`config.mk`:
```
export PLATFORM = sky130hd
export DESIGN_NAME = wb_write_arbiter_flat
export DESIGN_NICKNAME = d
export VERILOG_FILES = /design/src/rtl/wb_pkg.sv /design/src/rtl/wb_write_arbiter_if.sv /design/src/rtl/wb_result_fifo.sv /design/src/rtl/wb_write_arbiter.sv /design/src/flat_wrapper.sv
export SDC_FILE = /design/constraint.sdc
export NUM_CORES = 1
export LEC_CHECK = 0
export BUFFER_PORTS_ARGS = -buffer_cell sky130_fd_sc_hd__buf_2
export CORE_MARGIN = 10
export CORE_UTILIZATION = 53
export CTS_CLUSTER_SIZE = 24
export DETAILED_ROUTE_END_ITERATION = 8
export PLACE_DENSITY_LB_ADDON = 0.3
export SYNTH_ARGS = -nofsm -noshare
export SYNTH_HDL_FRONTEND = slang
export SYNTH_SLANG_ARGS = --single-unit
```
`constraint.sdc`:
```
create_clock -name clk -period 3.65 [get_ports clk]
set_input_delay 0 -clock clk [delete_from_list [all_inputs] [get_ports clk]]
set_output_delay 0 -clock clk [all_outputs]
set_load 0.01 [all_outputs]
```
`src/rtl/wb_pkg.sv`:
```
// Shared types for the register-file write arbiter.
// Holds register index sizes, the write request bundle and source select.
package wb_pkg;

   localparam int REG_IDX_W = 5;
   localparam int NUM_REGS  = 32;
   localparam int WB_DATA_W = 32;

   typedef struct packed {
      logic [REG_IDX_W-1:0] dst;
      logic [WB_DATA_W-1:0] data;
   } wb_req_t;

   typedef enum logic [1:0] {
      SRC_NONE,
      SRC_PIPE,
      SRC_FIFO
   } wb_src_e;

endpackage

```
`src/rtl/wb_write_arbiter_if.sv`:
```
// Long-latency result handshake (valid/ready) into the write arbiter.
// The producer uses master, the arbiter uses slave.
interface wb_write_arbiter_if #(
   parameter int DATA_W = 32
) ();

   logic              lu_valid;
   logic [4:0]        lu_reg;
   logic [DATA_W-1:0] lu_data;
   logic              lu_ready;

   modport master (
      output lu_valid,
      output lu_reg,
      output lu_data,
      input  lu_ready
   );

   modport slave (
      input  lu_valid,
      input  lu_reg,
      input  lu_data,
      output lu_ready
   );

endinterface

```
`src/rtl/wb_result_fifo.sv`:
```
// Synchronous FIFO of pending long-latency writeback requests.
// Supports same-cycle push and pop; pointers wrap modulo DEPTH.
module wb_result_fifo
   import wb_pkg::*;
#(
   parameter int DEPTH = 2
) (
   input  logic    clk,
   input  logic    rst,
   input  logic    push,
   input  logic    pop,
   input  wb_req_t din,
   output wb_req_t dout,
   output logic    full,
   output logic    empty
);

   localparam int PW = $clog2(DEPTH);
   localparam logic [PW:0] FULL_CNT = (PW+1)'(DEPTH);

   wb_req_t       mem [DEPTH];
   logic [PW-1:0] wp;
   logic [PW-1:0] rp;
   logic [PW:0]   cnt;
   logic          do_push;
   logic          do_pop;

   assign full    = (cnt == FULL_CNT);
   assign empty   = (cnt == '0);
   assign do_push = push & ~full;
   assign do_pop  = pop & ~empty;
   assign dout    = mem[rp];

   always_ff @(posedge clk) begin
      if (do_push)
         mem[wp] <= din;
   end

   always_ff @(posedge clk) begin
      if (rst) begin
         wp  <= '0;
         rp  <= '0;
         cnt <= '0;
      end else begin
         if (do_push) wp <= wp + 1'b1;
         if (do_pop)  rp <= rp + 1'b1;
         unique case ({do_push, do_pop})
            2'b10:   cnt <= cnt + 1'b1;
            2'b01:   cnt <= cnt - 1'b1;
            default: cnt <= cnt;
         endcase
      end
   end

endmodule

```
`src/rtl/wb_write_arbiter.sv`:
```
// Single writer of the register file: pipeline writeback beats FIFO results.
// Tracks pending long-latency writes; WB_FWD_EN adds read-during-write bypass.
module wb_write_arbiter
   import wb_pkg::*;
#(
   parameter int FIFO_DEPTH = 2,
   parameter int DATA_W     = WB_DATA_W
) (
   input  logic                 clk,
   input  logic                 rst,
   input  logic                 pipe_wr_en,
   input  logic [REG_IDX_W-1:0] pipe_wr_reg,
   input  logic [DATA_W-1:0]    pipe_wr_data,
   input  logic                 issue_valid,
   input  logic [REG_IDX_W-1:0] issue_reg,
   wb_write_arbiter_if.slave    lu,
   input  logic [REG_IDX_W-1:0] rd_reg1,
   input  logic [REG_IDX_W-1:0] rd_reg2,
   output logic                 hazard,
   output logic [NUM_REGS-1:0]  busy_mask,
`ifdef WB_FWD_EN
   output logic                 fwd_hit1,
   output logic                 fwd_hit2,
   output logic [DATA_W-1:0]    fwd_data1,
   output logic [DATA_W-1:0]    fwd_data2,
`endif
   output logic                 regWrite,
   output logic [REG_IDX_W-1:0] W_reg,
   output logic [DATA_W-1:0]    W_data
);

   wb_req_t             fifo_din;
   wb_req_t             head;
   logic                full;
   logic                empty;
   logic                push;
   logic                pop;
   logic                pipe_req;
   logic                from_fifo;
   wb_src_e             src;
   logic [NUM_REGS-1:0] busy;
   logic [NUM_REGS-1:0] busy_nxt;

   assign lu.lu_ready   = ~full & ~rst;
   assign push          = lu.lu_valid & lu.lu_ready;
   assign fifo_din.dst  = lu.lu_reg;
   assign fifo_din.data = WB_DATA_W'(lu.lu_data);
   assign pipe_req      = pipe_wr_en & (pipe_wr_reg != '0);
   assign pop           = (src == SRC_FIFO);
   assign busy_mask     = busy;

   wb_result_fifo #(
      .DEPTH (FIFO_DEPTH)
   ) u_fifo (
      .clk   (clk),
      .rst   (rst),
      .push  (push),
      .pop   (pop),
      .din   (fifo_din),
      .dout  (head),
      .full  (full),
      .empty (empty)
   );

   always_comb begin
      src = SRC_NONE;
      priority case (1'b1)
         pipe_req: src = SRC_PIPE;
         !empty:   src = SRC_FIFO;
         default:  src = SRC_NONE;
      endcase
   end

   // A popped entry for r0 still drains but never asserts regWrite.
   always_ff @(posedge clk) begin
      if (rst) begin
         regWrite  <= 1'b0;
         W_reg     <= '0;
         W_data    <= '0;
         from_fifo <= 1'b0;
      end else begin
         unique case (src)
            SRC_PIPE: begin
               regWrite  <= 1'b1;
               W_reg     <= pipe_wr_reg;
               W_data    <= pipe_wr_data;
               from_fifo <= 1'b0;
            end
            SRC_FIFO: begin
               regWrite  <= (head.dst != '0);
               W_reg     <= head.dst;
               W_data    <= DATA_W'(head.data);
               from_fifo <= 1'b1;
            end
            default: begin
               regWrite  <= 1'b0;
               from_fifo <= 1'b0;
            end
         endcase
      end
   end

   // Clear on the commit edge; a same-cycle issue to that reg re-sets it.
   always_comb begin
      busy_nxt = busy;
      if (regWrite && from_fifo)
         busy_nxt[W_reg] = 1'b0;
      if (issue_valid && (issue_reg != '0))
         busy_nxt[issue_reg] = 1'b1;
      busy_nxt[0] = 1'b0;
   end

   always_ff @(posedge clk) begin
      if (rst) busy <= '0;
      else     busy <= busy_nxt;
   end

`ifdef WB_FWD_EN
   assign fwd_hit1  = regWrite & (W_reg == rd_reg1)
                    & (W_reg != '0);
   assign fwd_hit2  = regWrite & (W_reg == rd_reg2)
                    & (W_reg != '0);
   assign fwd_data1 = W_data;
   assign fwd_data2 = W_data;
   assign hazard    = (busy[rd_reg1] & ~fwd_hit1)
                    | (busy[rd_reg2] & ~fwd_hit2);
`else
   assign hazard = busy[rd_reg1] | busy[rd_reg2];
`endif

endmodule

```
`src/flat_wrapper.sv`:
```
// flat-port wrapper written by rule: the top's interface ports become plain ports
module wb_write_arbiter_flat import wb_pkg::*;
#(
   parameter int FIFO_DEPTH = 2,
   parameter int DATA_W     = WB_DATA_W
)
  (clk, rst, pipe_wr_en, pipe_wr_reg, pipe_wr_data, issue_valid, issue_reg, rd_reg1, rd_reg2, hazard, busy_mask, regWrite, W_reg, W_data, lu_lu_valid, lu_lu_reg, lu_lu_data, lu_lu_ready);
  wb_write_arbiter_if #(.DATA_W(DATA_W)) lu_i ();
  input  logic clk;
  input  logic rst;
  input  logic pipe_wr_en;
  input  logic [REG_IDX_W-1:0] pipe_wr_reg;
  input  logic [DATA_W-1:0] pipe_wr_data;
  input  logic issue_valid;
  input  logic [REG_IDX_W-1:0] issue_reg;
  input  logic [REG_IDX_W-1:0] rd_reg1;
  input  logic [REG_IDX_W-1:0] rd_reg2;
  output logic hazard;
  output logic [NUM_REGS-1:0] busy_mask;
  output logic regWrite;
  output logic [REG_IDX_W-1:0] W_reg;
  output logic [DATA_W-1:0] W_data;
  input wire logic [$bits(lu_i.lu_valid)-1:0] lu_lu_valid;
  input wire logic [$bits(lu_i.lu_reg)-1:0] lu_lu_reg;
  input wire logic [$bits(lu_i.lu_data)-1:0] lu_lu_data;
  output wire logic [$bits(lu_i.lu_ready)-1:0] lu_lu_ready;
  assign lu_i.lu_valid = lu_lu_valid;
  assign lu_i.lu_reg = lu_lu_reg;
  assign lu_i.lu_data = lu_lu_data;
  assign lu_lu_ready = lu_i.lu_ready;
  wb_write_arbiter #(.FIFO_DEPTH(FIFO_DEPTH), .DATA_W(DATA_W)) u_core (.clk(clk), .rst(rst), .pipe_wr_en(pipe_wr_en), .pipe_wr_reg(pipe_wr_reg), .pipe_wr_data(pipe_wr_data), .issue_valid(issue_valid), .issue_reg(issue_reg), .lu(lu_i), .rd_reg1(rd_reg1), .rd_reg2(rd_reg2), .hazard(hazard), .busy_mask(busy_mask), .regWrite(regWrite), .W_reg(W_reg), .W_data(W_data));
endmodule
```
# Word level (Yosys, flattened, before mapping)

Memories as Yosys holds them, arrays and structs flattened. A register that Yosys moved wholly into a read port is not among the register bits.
Index checks and enable logic that the tools add are counted.

Reductions and logical operators: 10
Bitwise logic cells: 12
Muxes and demuxes: 21
Equality and inequality tests: 5
Magnitude comparators: 6
Add/subtract/negate cells: 4

Operator list:

| cell                                                       | count |
|---|---|
| two-way mux 32 bit                                         | 2 |
| case mux 32 bit (2 select lines)                           | 1 |
| bitwise AND 32 bit                                         | 1 |
| NOT 32 bit                                                 | 1 |
| OR 32 bit                                                  | 1 |
| less-than comparator 5 x 6 -> 1 bit, second input constant | 4 |
| nonzero test 5 bit                                         | 3 |
| binary-select mux 1 bit (select 5 bit)                     | 2 |
| demux 1 bit (select 5 bit)                                 | 2 |
| >= comparator 5 x 1 -> 1 bit, second input constant        | 2 |
| case mux 5 bit (2 select lines)                            | 1 |
| two-way mux 1 bit                                          | 9 |
| == test 2 bit, second input constant                       | 3 |
| bitwise AND 1 bit                                          | 5 |
| == test 2 x 1 -> 1 bit, second input constant              | 2 |
| logical AND 1 bit                                          | 4 |
| two-way mux 2 bit                                          | 2 |
| case mux 2 bit (2 select lines)                            | 1 |
| nonzero test 2 bit                                         | 2 |
| NOT 1 bit                                                  | 3 |
| adder 1 bit, second input constant                         | 2 |
| adder 2 x 1 -> 2 bit, second input constant                | 1 |
| zero test 2 bit                                            | 1 |
| case mux 1 bit (2 select lines)                            | 1 |
| 2 further kinds                                            | 2 |

Output and inout bits: 72
Bits in writable memories: 74
Input port bits: 94
Word-level logic and storage cells: 68
Memories kept: 1
Register bits after elaboration: 75

Memories:

| name              | words | bits a word | read ports | clocked after Yosys merged registers in | wr ports | line                 | source |
|---|---|---|---|---|---|---|---|
| u_core.u_fifo.mem | 2     | 37          | 1          | 1                                       | 1        | wb_result_fifo.sv:21 | `wb_req_t mem [DEPTH];` |

# Longest topological paths before layout

Gate-level depths: netlist of run 1.

Word-level depth: 9
Mapped depth: 8
Depth with buffers taken out: 7

# Modules after synthesis

Synthesis of run 1 repeated with hierarchy kept, for this count alone.

Cells, all modules: 533
Area, all modules: 6,672.6 um2

Modules (own cells, without submodules):

| module           | times used | area each (um2) | sequential area each (um2) | cells each |
|---|---|---|---|---|
| wb_write_arbiter | 1          | 3,789.9         | 1,401.3                    | 392 |
| wb_result_fifo   | 1          | 2,882.8         | 2,322.2                    | 141 |

# Worst setup path before layout of run 1

No wires, ideal clock.

Path type: flip-flop to flip-flop
Start point: reg u_core.u_fifo.cnt[0]
End point: mem u_core.u_fifo.mem[0][0] in the netlist's numbering, enable pin
Setup time: 0.431 ns
Setup slack: 0.754 ns
Data required time: 3.219 ns
Buffers on the path: 0
Period minus slack after synthesis: 2.896 ns
Stages on the path, launching flop included: 5
Arrival time: 2.464 ns
Cells stage by stage: dfxtp_1 inv_1 a21oi_1 nand2_1 nor2_1

Cells in the longest elaborated chain, start to end: 7

Ends and longest elaborated chain:

| element                                 | line                   | source |
|---|---|---|
| from (decl)                             | wb_result_fifo.sv:24   | `logic [PW:0] cnt;` |
| from (signal assigned)                  | wb_result_fifo.sv:48   | `2'b10: cnt <= cnt + 1'b1;` |
| from (signal assigned)                  | wb_result_fifo.sv:49   | `2'b01: cnt <= cnt - 1'b1;` |
| from (signal assigned)                  | wb_result_fifo.sv:50   | `default: cnt <= cnt;` |
| == test 2 bit                           | wb_result_fifo.sv:28   | `assign full = (cnt == FULL_CNT);` |
| NOT 1 bit                               | wb_write_arbiter.sv:44 | `assign lu.lu_ready = ~full & ~rst;` |
| bitwise AND 1 bit                       | wb_write_arbiter.sv:44 |  |
| named net lu_lu_ready                   | flat_wrapper.sv:26     | `output wire logic [$bits(lu_i.lu_ready)-1:0] lu_lu_ready;` |
| bitwise AND 1 bit                       | wb_write_arbiter.sv:45 | `assign push = lu.lu_valid & lu.lu_ready;` |
| bitwise AND 1 bit                       | wb_result_fifo.sv:30   | `assign do_push = push & ~full;` |
| two-way mux 1 bit                       | wb_result_fifo.sv:35   | `if (do_push)` |
| two-way mux 1 bit (implied by the code) | wb_result_fifo.sv:36   | `mem[wp] <= din;` |
| to (decl)                               | wb_result_fifo.sv:21   |  |

The timed path passes the listed nets, and every way through them passes these cells.

# Worst setup path after layout of run 1

Start point: reg u_core.u_fifo.cnt[0]
End point: reg u_core.W_reg[0]

Cells in the longest elaborated chain, start to end: 5
Elaborated cells between the ends (all ways): 7
Those cells by class: eq/ne (2); mux (3); reduce/logical (2)

Ends and longest elaborated chain:

| element                                                                      | line                   | source |
|---|---|---|
| zero test 2 bit (*)                                                          | wb_result_fifo.sv:29   | `assign empty = (cnt == '0);` |
| two-way mux 2 bit (*) (2 in series)                                          | wb_write_arbiter.sv:67 | `priority case (1'b1)` |
| == test 2 bit / == test 2 x 1 -> 1 bit (equally long branches)               | wb_write_arbiter.sv:82 | `unique case (src)` |
| case mux 5 bit (2 select lines) / nonzero test 2 bit (equally long branches) | n/a                    |  |
| to (signal assigned)                                                         | wb_write_arbiter.sv:85 | `W_reg <= pipe_wr_reg;` |
| to (signal assigned)                                                         | wb_write_arbiter.sv:91 | `W_reg <= head.dst;` |
| to (decl)                                                                    | wb_write_arbiter.sv:28 | `output logic [REG_IDX_W-1:0] W_reg,` |

Every way passes the cells marked *; elsewhere a longest branch is shown, timed or not.
A chain may end at the register's enable or synchronous reset.

==> results.py, run 1 <==
metrics = {
    "cells_and_area": {
        "final_nets": 895,
        "largest_reg_flops": 74,
        "syn_to_final_growth_pct": 35.5,
        "regMostFlops": "u_core.u_fifo.mem",
        "post-route-util_pct": 73.4,
        "drive_gt1_share_pct": 31.4,
    },
    "sta": {
        "rsz0062_at_grt": "no",
        "min_period_ns": 2.58,
        "slew_violations": 0,
        "clock-skew-final_ns": 0.00919,
        "fin_ws_ns": 1.07,
        "holdWs_ns": 0.0304,
        "finalSetupTns_ns": 0,
        "finalCritPeriodShare_pct": 70.6,
        "worstMarginPinSlew_ns": 1.12,
        "max-slew-margin-rel_pct": 25.3,
        "hold_viol_final": 0,
        "finalSetupViolCount": 0,
        "fmax_ghz": 0.388,
    },
    "cts": {
        "cts_buffers": 17,
        "path_clk_slew_ns": 0.06,
        "cts-root-buf": "clkbuf_16",
        "cts_max_path_buffers": 2,
        "cts_tree": "done",
        "htreeDepth": 4,
        "clkLatencyLatePin_ns": 0.42,
        "cts_sinks": 149,
    },
    "logic_synthesis": {
        "synth_most_common_cell": "nor2_1",
        "netlist_area_mm2": 0.00651,
        "ys_ff_latch": 149,
        "synth_area_leaders": "edfxtp_1 34%, dfxtp_1 23%, a211oi_2 6.9%, mux2i_1 6.5%, a21oi_1 5.8%",
        "yosysSeqAreaShare_pct": 57.2,
        "yosys.area.top_type": "edfxtp_1",
        "synth_common_cells": "89 x nor2_1, 76 x a21oi_1, 75 x dfxtp_1",
        "yosys_warnings": 0,
        "syn_inst": 572,
        "postSynthAreaPerCell_um2": 11.4,
        "synth_top_area_share_pct": 34.2,
        "yosysUniqueCellTypes": 42,
        "async_flop_share_pct": 0,
        "syn_nets": 667,
        "synth_flop_cell": "dfxtp_1",
        "synth_edf_count": 74,
    },
    "outcome": {
        "outcome": "completed",
    },
    "drt": {
        "wire_per_inst_um": 19.9,
        "vias": 5519,
        "viasPerCell": 5.73,
        "drc_errors": 0,
        "ant_nets": 0,
        "totalWireLength_mm": 19.2,
        "firstDrtPassIters": 5,
        "drt_iter0_markers": 453,
    },
    "floorplan": {
        "die_y_um": 131,
        "core_mm2": 0.0120,
        "io_pins": 166,
        "dieArea_mm2": 0.0171,
        "row_count": 40,
        "die_w_um": 131,
        "start_util_pct": 54.2,
    },
    "setup_path": {
        "crit_path_end_kind": "flip-flop",
        "r2r_slack_ns": 1.07,
        "r2r-end": "u_core.W_reg[0]$_SDFFE_PP0P_",
        "start_kind": "flip-flop",
        "arrival_ns": 2.92,
        "path_class": "flip-flop to flip-flop",
        "rr_startpoint": "u_core.u_fifo.cnt[0]$_SDFFE_PP0P_",
        "cp.required_ns": 4.00,
        "cp_max_fo": 75,
        "r2r_cells": 6,
    },
    "worst_hold_path": {
        "hold_path_class": "input pin to flip-flop",
        "hold_end": "u_core.busy_mask[24]$_SDFF_PP0_",
        "hold_depth": 4,
        "min_from": "issue_reg[1]",
    },
    "global_routing": {
        "grt_usage_pct": 22.7,
        "grt_max_degree": 76,
        "overflow": 0,
        "antenna_found_initial": 3,
        "grt_pass1_wl_mm": 30.1,
        "grt_pass1_vias": 5807,
    },
    "power_and_ir_drop": {
        "power_per_cell_area_mw_per_mm2": 616,
        "power.total_mw": 5.43,
        "p_leak_nw": 3.39,
        "vdd_drop_max_v": 0.000416,
    },
    "place": {
        "hpwl_mm": 11.8,
        "dp_slack_ns": 1.38,
        "place.gp.congestion": 0.892,
        "io_buffers": 164,
    },
    "job": {
        "drv.max_cap_violation_count": 0,
    },
}
## stage by stage
| step | instances | cell area (µm²) |
|---|---|---|
| final | 964 | 8810 |
| after global placement | 845 | 7340 |
| after floorplan | 572 | 6510 |
| after global routing | 962 | 8810 |
| after CTS | 960 | 8800 |
| after detailed placement | 845 | 7340 |
## critical path, cell delays in order, from the launching register on
cell and delay [ns]:
dfxtp_1 0.44, or2_4 0.86, nor2_1 0.09, a211oi_1 0.31, a21oi_1 0.11, dlygate4sd3_1 0.60
nor2_1 0.09
## what timing repair did
item | in CTS | in global routing
hold buffers | 83 | 0
setup endpoints to repair | 0 | 0
buffers inserted | 0 | 0
resized for setup | 0 | 0
hold endpoints to repair | 119 | 0
## layout make-up
| cell class | count | area [µm²] |
|---|---|---|
| Sequential cell | 149 | 3720 |
| Fill cell | 788 | 3200 |
| Multi-Input combinational cell | 380 | 2580 |
| Timing Repair Buffer | 249 | 1670 |
| Clock buffer | 20 | 457 |
| Tap cell | 147 | 184 |
| Clock inverter | 12 | 176 |
| Inverter | 3 | 11.3 |
| Antenna cell | 4 | 10.0 |
## power breakdown
part           internal [mW]  leakage (nW)  switching, mW
clock network           1.18         0.295          0.661
logic                  0.614          1.80          0.879
registers               1.94          1.29          0.165
total                   3.73          3.39           1.70
## worst max-delay path by stage
stage / startpoint / to / cells after the start
after global placement: pipe_wr_reg[1] / u_core.u_fifo.cnt[1]$_SDFFE_PP0P_ / 7
final: u_core.u_fifo.cnt[0]$_SDFFE_PP0P_ / u_core.W_reg[0]$_SDFFE_PP0P_ / 6
after CTS: u_core.u_fifo.cnt[0]$_SDFFE_PP0P_ / u_core.W_reg[3]$_SDFFE_PP0P_ / 6
after floorplan: u_core.u_fifo.cnt[0]$_SDFFE_PP0P_ / u_core.u_fifo.mem[0][0]$_DFFE_PP_ / 4
after global routing: u_core.u_fifo.cnt[0]$_SDFFE_PP0P_ / u_core.W_reg[0]$_SDFFE_PP0P_ / 6
after detailed placement: pipe_wr_reg[1] / u_core.u_fifo.cnt[1]$_SDFFE_PP0P_ / 7
## layer usage
layer  routed length, µm  GRT usage [%]  up-vias
met5                   0              0        -
met4                 705           12.6        0
met3                1620           6.41       58
met2                9840           39.5      270
met1                7020           24.5     2640
li1                    -              -     2551
## logic make-up (layout without fill, tap and decap cells)
family / after synthesis / count (layout) / synth area share (%)
other: 1 / 5 / 0.0576
DFF: 149 / 149 / 57.2
and+or+nand+nor: 163 / 163 / 10.9
AOI/OAI and AO/OA: 153 / 153 / 16.3
adders and majority gates: 1 / 1 / 0.192
xor gates and xnor gates: 4 / 4 / 0.539
buffers and inverters: 43 / 284 / 3.35
muxes: 58 / 58 / 11.5
## layout by cell type, fill, tap and decap left out, types with 5 or more instances in the layout
cell type	count
o21ai_0	27
buf_2	164
o21ai_1	5
mux2i_1	42
clkbuf_16	17
a21oi_1	76
dfxtp_1	74
nand2_1	43
mux4_2	13
nor3b_1	5
o211ai_1	5
a211oi_2	36
clkinvlp_4	5
edfxtp_1	74
dlygate4sd3_1	83
nor2_1	88
No activity file was read; power rests on OpenSTA's default activity.
==> run 2: changes to the inputs <==
--- a/config.mk
+++ b/config.mk
@@ -5,6 +5,7 @@
 export SDC_FILE = /design/constraint.sdc
 export NUM_CORES = 1
 export LEC_CHECK = 0
+export ABC_AREA = 1
 export BUFFER_PORTS_ARGS = -buffer_cell sky130_fd_sc_hd__buf_2
 export CORE_MARGIN = 10
 export CORE_UTILIZATION = 53
==> constraint.sdc (replaced) <==
create_clock -name clk -period 2.5 [get_ports clk]
set_input_delay 0 -clock clk [delete_from_list [all_inputs] [get_ports clk]]
set_output_delay 0 -clock clk [all_outputs]
set_load 0.01 [all_outputs]
==> run 2 against run 1 <==
Effect of this change: total power is 15% higher; highest routed layer unchanged; synthesized area is 0.77% lower; wire length is 6.0% higher; cell count is 18% higher; via count is 12% higher; non-clock buffer count is 5 higher; global-route usage is 1.1 points higher; count of clock-buffer cells in the layout stayed put; register-to-register slack worse by 0.38 ns; clock skew is 0.00055 ns higher.
==> results.py, run 2 <==
metrics = {
    "outcome": {
        "outcome": "completed",
    },
    "cts": {
        "cts_resized": 0,
        "hold_buffers": 82,
        "clkLatencyLatePin_ns": 0.42,
        "htreeDepth": 4,
        "path_clk_slew_ns": 0.06,
        "cts_tree": "done",
        "cts_max_path_buffers": 2,
        "cts_sinks": 149,
        "cts_buffers": 17,
        "cts-root-buf": "clkbuf_16",
        "cts_setup_buffers": 0,
    },
    "cells_and_area": {
        "mostFrequentLayoutCell": "nand2_1",
        "final_nets": 1070,
        "regMostFlops": "u_core.u_fifo.mem",
        "largest_reg_flops": 74,
        "syn_to_final_growth_pct": 35.2,
        "drive_gt1_share_pct": 22.5,
        "post-route-util_pct": 73.0,
        "final_cell_mix": "179 x nand2_1, 164 x buf_2, 95 x o21ai_0, 82 x dlygate4sd3_1, 75 x dfxtp_1",
        "num-fill-cells": 841,
    },
    "sta": {
        "holdWs_ns": 0.0242,
        "finalSetupTns_ns": 0,
        "rsz0062_at_grt": "no",
        "hold_viol_final": 0,
        "finalCritPeriodShare_pct": 83.1,
        "worstMarginPinSlew_ns": 0.821,
        "clock-skew-final_ns": 0.00974,
        "slew_violations": 0,
        "min_period_ns": 2.08,
        "finalSetupViolCount": 0,
        "max-slew-margin-rel_pct": 44.9,
        "fmax_ghz": 0.481,
    },
    "drt": {
        "ant_nets": 0,
        "firstDrtPassIters": 5,
        "met1_length_mm": 7.75,
        "vias": 6177,
        "highest_layer": "met4",
        "wire_per_inst_um": 17.8,
        "viasPerCell": 5.42,
        "totalWireLength_mm": 20.3,
        "wl_met2_mm": 10.5,
        "drc_errors": 0,
        "drt_iter0_markers": 582,
        "met3_length_mm": 1.64,
    },
    "worst_hold_path": {
        "min_from": "pipe_wr_en",
        "hold_path_class": "input pin to flip-flop",
    },
    "setup_path": {
        "max_stage_delay_ns": 0.64,
        "crit_slowest_cell": "dlygate4sd3_1",
        "crit_chain": "dlygate4sd3_1, buf_2, nor3_1, dlygate4sd3_1, nand2_1, dlygate4sd3_1, a21oi_1",
        "arrival_ns": 2.41,
        "crit_path_frequent_cell": "dlygate4sd3_1",
        "cp_max_fo": 5,
        "worstSetupStartpoint": "issue_reg[2]",
        "start_kind": "input pin",
        "cp.required_ns": 2.84,
        "rr_startpoint": "u_core.u_fifo.cnt[0]$_SDFFE_PP0P_",
        "crit_path_end_kind": "flip-flop",
        "path_class": "input pin to flip-flop",
    },
    "logic_synthesis": {
        "postSynthAreaPerCell_um2": 8.78,
        "synth_top_area_share_pct": 34.4,
        "async_flop_share_pct": 0,
        "syn_inst": 735,
        "yosys_warnings": 0,
        "synth_most_common_cell": "nand2_1",
        "yosysUniqueCellTypes": 28,
        "synth_flop_cell": "dfxtp_1",
        "ys_ff_latch": 149,
        "netlist_area_mm2": 0.00646,
        "yosysSeqAreaShare_pct": 57.7,
        "syn_nets": 830,
        "synth_common_cells": "179 x nand2_1, 95 x o21ai_0, 75 x dfxtp_1",
        "yosys.area.top_type": "edfxtp_1",
        "synth_edf_count": 74,
        "synth_area_leaders": "edfxtp_1 34%, dfxtp_1 23%, nand2_1 10%, o21ai_0 7.4%, nand3_1 5.7%",
    },
    "power_and_ir_drop": {
        "power.total_mw": 6.27,
        "power_per_cell_area_mw_per_mm2": 718,
        "p_leak_nw": 3.72,
        "vdd_drop_max_v": 0.000593,
    },
    "job": {
        "drv.max_cap_violation_count": 0,
    },
    "floorplan": {
        "die_y_um": 130,
        "dieArea_mm2": 0.0170,
        "die_w_um": 130,
        "core_mm2": 0.0120,
        "row_count": 40,
        "io_pins": 166,
        "start_util_pct": 54.0,
    },
    "place": {
        "place.gp.congestion": 0.900,
        "io_buffers": 164,
        "hpwl_mm": 12.9,
    },
    "global_routing": {
        "grt_max_degree": 42,
        "grt_pass1_vias": 6195,
        "grt_pass1_wl_mm": 31.8,
        "overflow": 0,
        "antenna_found_initial": 5,
        "grt_usage_pct": 23.8,
    },
}
-- run 2: changes by cell type after synthesis, sizes merged, moves of 8 or more --
| cell | before | now |
|---|---|---|
| mux2i | 42 | 4 |
| inv | 3 | 53 |
| nor3 | 2 | 14 |
| nand3 | 3 | 74 |
| a211oi | 37 | 0 |
| clkbuf | 22 | 7 |
| a21oi | 76 | 39 |
| nand2 | 43 | 183 |
| mux4 | 13 | 0 |
| buf | 18 | 26 |
| o21ai | 32 | 105 |
| nor2 | 90 | 60 |
-- run 2: logic make-up (layout without fill, tap and decap cells) --
| kind of cell | Yosys count | in the layout | share of synthesized area, % |
|---|---|---|---|
| AND/OR/NAND/NOR | 337 | 337 | 22.5 |
| AO/OA/AOI/OAI | 157 | 157 | 12.8 |
| flip-flops | 149 | 149 | 57.7 |
| buffers and inverters | 86 | 339 | 6.14 |
| multiplexers | 4 | 4 | 0.620 |
| adder cells (fa/ha/maj) | 1 | 1 | 0.194 |
| other | 1 | 6 | 0.0581 |
-- run 2: critical path: cells and delay by family --
| family | cells | cell delay, ns |
|---|---|---|
| buffers and inverters | 4 | 1.96 |
| AND/OR/NAND/NOR | 2 | 0.31 |
| AO/OA/AOI/OAI | 1 | 0.15 |
-- run 2: worst paths after layout --
check / slack (ns) / cells past startpoint / end
setup / recovery: 0.42 / 7 / u_core.busy_mask[2]$_SDFF_PP0_
hold / removal: 0.02 / 5 / u_core.W_reg[4]$_SDFFE_PP0P_
setup reg to reg: 0.69 / 5 / u_core.u_fifo.mem[0][18]$_DFFE_PP_
hold reg to reg: 0.45 / 2 / u_core.W_data[21]$_SDFFE_PP0P_
-- run 2: report_power, final --
| group | internal (mW) | switching, mW | leakage [nW] |
|---|---|---|---|
| Clock | 1.42 | 0.978 | 0.277 |
| Combinational | 0.391 | 0.629 | 2.15 |
| Sequential | 2.75 | 0.105 | 1.29 |
| Total | 4.56 | 1.71 | 3.72 |
-- run 2: stage by stage --
step,worst slack (ns),std cells,instance area [µm²]
2_1_floorplan,-0.409,735,6460
3_3_place_gp,0.737,1021,7340
3_5_place_dp,0.699,1021,7340
4_1_cts,0.557,1135,8720
5_1_grt,0.362,1140,8730
6_report,0.422,1140,8730
-- run 2: per-layer routing --
| metal | up-vias | global-route usage (%) |
|---|---|---|
| li1 | 2972 | - |
| met1 | 2843 | 26.9 |
| met2 | 320 | 41.9 |
| met3 | 42 | 6.04 |
| met4 | 0 | 10.2 |
| met5 | - | 0 |
-- run 2: final cells by class --
class	instances	area, µm²	share of cell area [%]
diodes	5	12.5	0.143
clock buffers	20	457	5.23
clock inverters	12	103	1.18
inverters	53	199	2.28
multi-input cells	500	2350	26.9
flip-flops and latches	149	3720	42.6
well taps	147	184	2.11
repair buffers	254	1700	19.5
==> run 3: changes to the inputs <==
==> constraint.sdc (replaced) <==
create_clock -name clk -period 2 [get_ports clk]
set_input_delay 0 -clock clk [delete_from_list [all_inputs] [get_ports clk]]
set_output_delay 0 -clock clk [all_outputs]
set_load 0.01 [all_outputs]
==> run 3 against run 2 <==
Effect of this change: clock skew grew 0.0016 ns; die area is the same; final area grew 1.2%; wire length grew 0.55%; clock power grew 33%; largest cell class unchanged; register-to-register slack lost 0.47 ns; sequential cell count is the same; non-clock buffer count grew 6; sequential power grew 25%.
==> results.py, run 3 (synthesized netlist as in run 2, its figures left out) <==
metrics = {
    "sta": {
        "hold_viol_final": 0,
        "finalCritPeriodShare_pct": 95.7,
        "max-slew-margin-rel_pct": 58.5,
        "fin_ws_ns": 0.0861,
        "fmax_ghz": 0.522,
        "finalSetupViolCount": 0,
        "worstMarginPinSlew_ns": 0.620,
        "min_period_ns": 1.91,
        "finalSetupTns_ns": 0,
        "rsz0062_at_grt": "no",
        "clock-skew-final_ns": 0.0114,
        "slew_violations": 0,
    },
    "floorplan": {
        "row_count": 40,
        "dieArea_mm2": 0.0170,
        "io_pins": 166,
        "start_util_pct": 54.0,
        "core_mm2": 0.0120,
        "die_y_um": 130,
        "die_w_um": 130,
    },
    "cts": {
        "htreeDepth": 4,
        "cts_setup_buffers": 0,
        "hold_buffers": 84,
        "cts_resized": 0,
        "cts_max_path_buffers": 2,
        "cts-root-buf": "clkbuf_16",
        "path_clk_slew_ns": 0.06,
        "cts_sinks": 149,
        "clkLatencyLatePin_ns": 0.42,
        "cts_buffers": 17,
        "cts_tree": "done",
    },
    "worst_hold_path": {
        "hold_depth": 5,
        "hold_path_class": "input pin to flip-flop",
        "min_from": "issue_valid",
        "hold_end": "u_core.busy_mask[13]$_SDFF_PP0_",
    },
    "cells_and_area": {
        "num-fill-cells": 863,
        "design_area_mm2": 0.00884,
        "mostFrequentLayoutCell": "nand2_1",
        "final_nets": 1076,
        "drive_gt1_share_pct": 22.4,
        "regMostFlops": "u_core.u_fifo.mem",
        "final_cell_mix": "179 x nand2_1, 164 x buf_2, 95 x o21ai_0, 84 x dlygate4sd3_1, 75 x dfxtp_1",
        "final_cells": 1142,
        "syn_to_final_growth_pct": 36.9,
        "largest_reg_flops": 74,
    },
    "place": {
        "dpl_cell_area_mm2": 0.00741,
        "dp_cells": 1025,
        "dp_slack_ns": 0.296,
        "place.gp.congestion": 0.856,
        "io_buffers": 164,
        "hpwl_mm": 12.7,
    },
    "power_and_ir_drop": {
        "p_leak_nw": 3.76,
        "power_per_cell_area_mw_per_mm2": 913,
        "vdd_drop_max_v": 0.000722,
        "power.total_mw": 8.07,
    },
    "drt": {
        "drt_iter0_markers": 490,
        "wire_per_inst_um": 17.9,
        "vias": 6256,
        "firstDrtPassIters": 5,
        "ant_nets": 0,
        "totalWireLength_mm": 20.5,
        "viasPerCell": 5.48,
        "drc_errors": 0,
    },
    "global_routing": {
        "grt_pass1_vias": 5963,
        "overflow": 0,
        "antenna_found_initial": 1,
        "grt_pass1_wl_mm": 31.4,
        "grt_max_degree": 38,
        "grt_usage_pct": 23.8,
    },
    "setup_path": {
        "path_class": "input pin to flip-flop",
        "r2r-end": "u_core.u_fifo.mem[1][3]$_DFFE_PP_",
        "cp_max_fo": 5,
        "start_kind": "input pin",
        "crit_path_end_kind": "flip-flop",
        "arrival_ns": 2.27,
        "rr_startpoint": "u_core.u_fifo.cnt[0]$_SDFFE_PP0P_",
        "r2r_cells": 5,
        "cp.required_ns": 2.35,
        "r2r_slack_ns": 0.22,
    },
    "outcome": {
        "outcome": "completed",
    },
    "job": {
        "drv.max_cap_violation_count": 0,
    },
}
-- run 3: worst max-delay path, cell delays in order --
cell	delay, ns
dlygate4sd3_1	0.54
buf_2	0.16
nor3_1	0.17
dlygate4sd3_1	0.62
nand2_1	0.06
dlygate4sd3_1	0.59
a21oi_1	0.13
-- run 3: final cells by class --
cell class | instances | area (µm²) | area share, %
diodes | 1 | 2.50 | 0.0283
clock buffers | 19 | 433 | 4.90
clock inverters | 13 | 156 | 1.77
inverters | 53 | 199 | 2.25
multi-input cells | 500 | 2350 | 26.6
flip-flops and latches | 149 | 3720 | 42.1
well taps | 147 | 184 | 2.08
repair buffers | 260 | 1790 | 20.2
-- run 3: metal layers --
layer	up-vias	wire length [µm]	share of wire (%)	GRT usage, %
li1	2983	-	-	-
met1	2918	7560	37	25.9
met2	306	10700	52	42.8
met3	49	1550	7.6	6.00
met4	0	641	3.1	10.8
met5	-	0	0	0
-- run 3: worst max-delay path by stage --
stage,start,end,slack [ns],cells after the start
after detailed placement,u_core.u_fifo.cnt[0]$_SDFFE_PP0P_,u_core.u_fifo.mem[1][5]$_DFFE_PP_,0.30,5
after global placement,u_core.u_fifo.cnt[0]$_SDFFE_PP0P_,u_core.u_fifo.mem[1][12]$_DFFE_PP_,0.33,5
after floorplan,u_core.u_fifo.cnt[0]$_SDFFE_PP0P_,u_core.u_fifo.mem[0][0]$_DFFE_PP_,-0.32,4
after global routing,issue_reg[2],u_core.busy_mask[2]$_SDFF_PP0_,0.05,7
after CTS,issue_reg[2],u_core.busy_mask[2]$_SDFF_PP0_,0.14,7
final,issue_reg[2],u_core.busy_mask[2]$_SDFF_PP0_,0.09,7
-- run 3: stage by stage --
stage | util (%) | hold slack [ns]
final | 73.9 | 0.138
after global routing | 73.9 | 0.159
after CTS | 73.9 | 0.0866
after detailed placement | 61.9 | 0.191
after global placement | 61.9 | 0.188
after floorplan | - | 0.0989
-- run 3: where the power goes --
group / switching (mW) / total (mW) / internal, mW / leakage, nW
Sequential: 0.132 / 3.57 / 3.44 / 1.29
Combinational: 0.788 / 1.30 / 0.516 / 2.19
Clock: 1.24 / 3.20 / 1.95 / 0.278
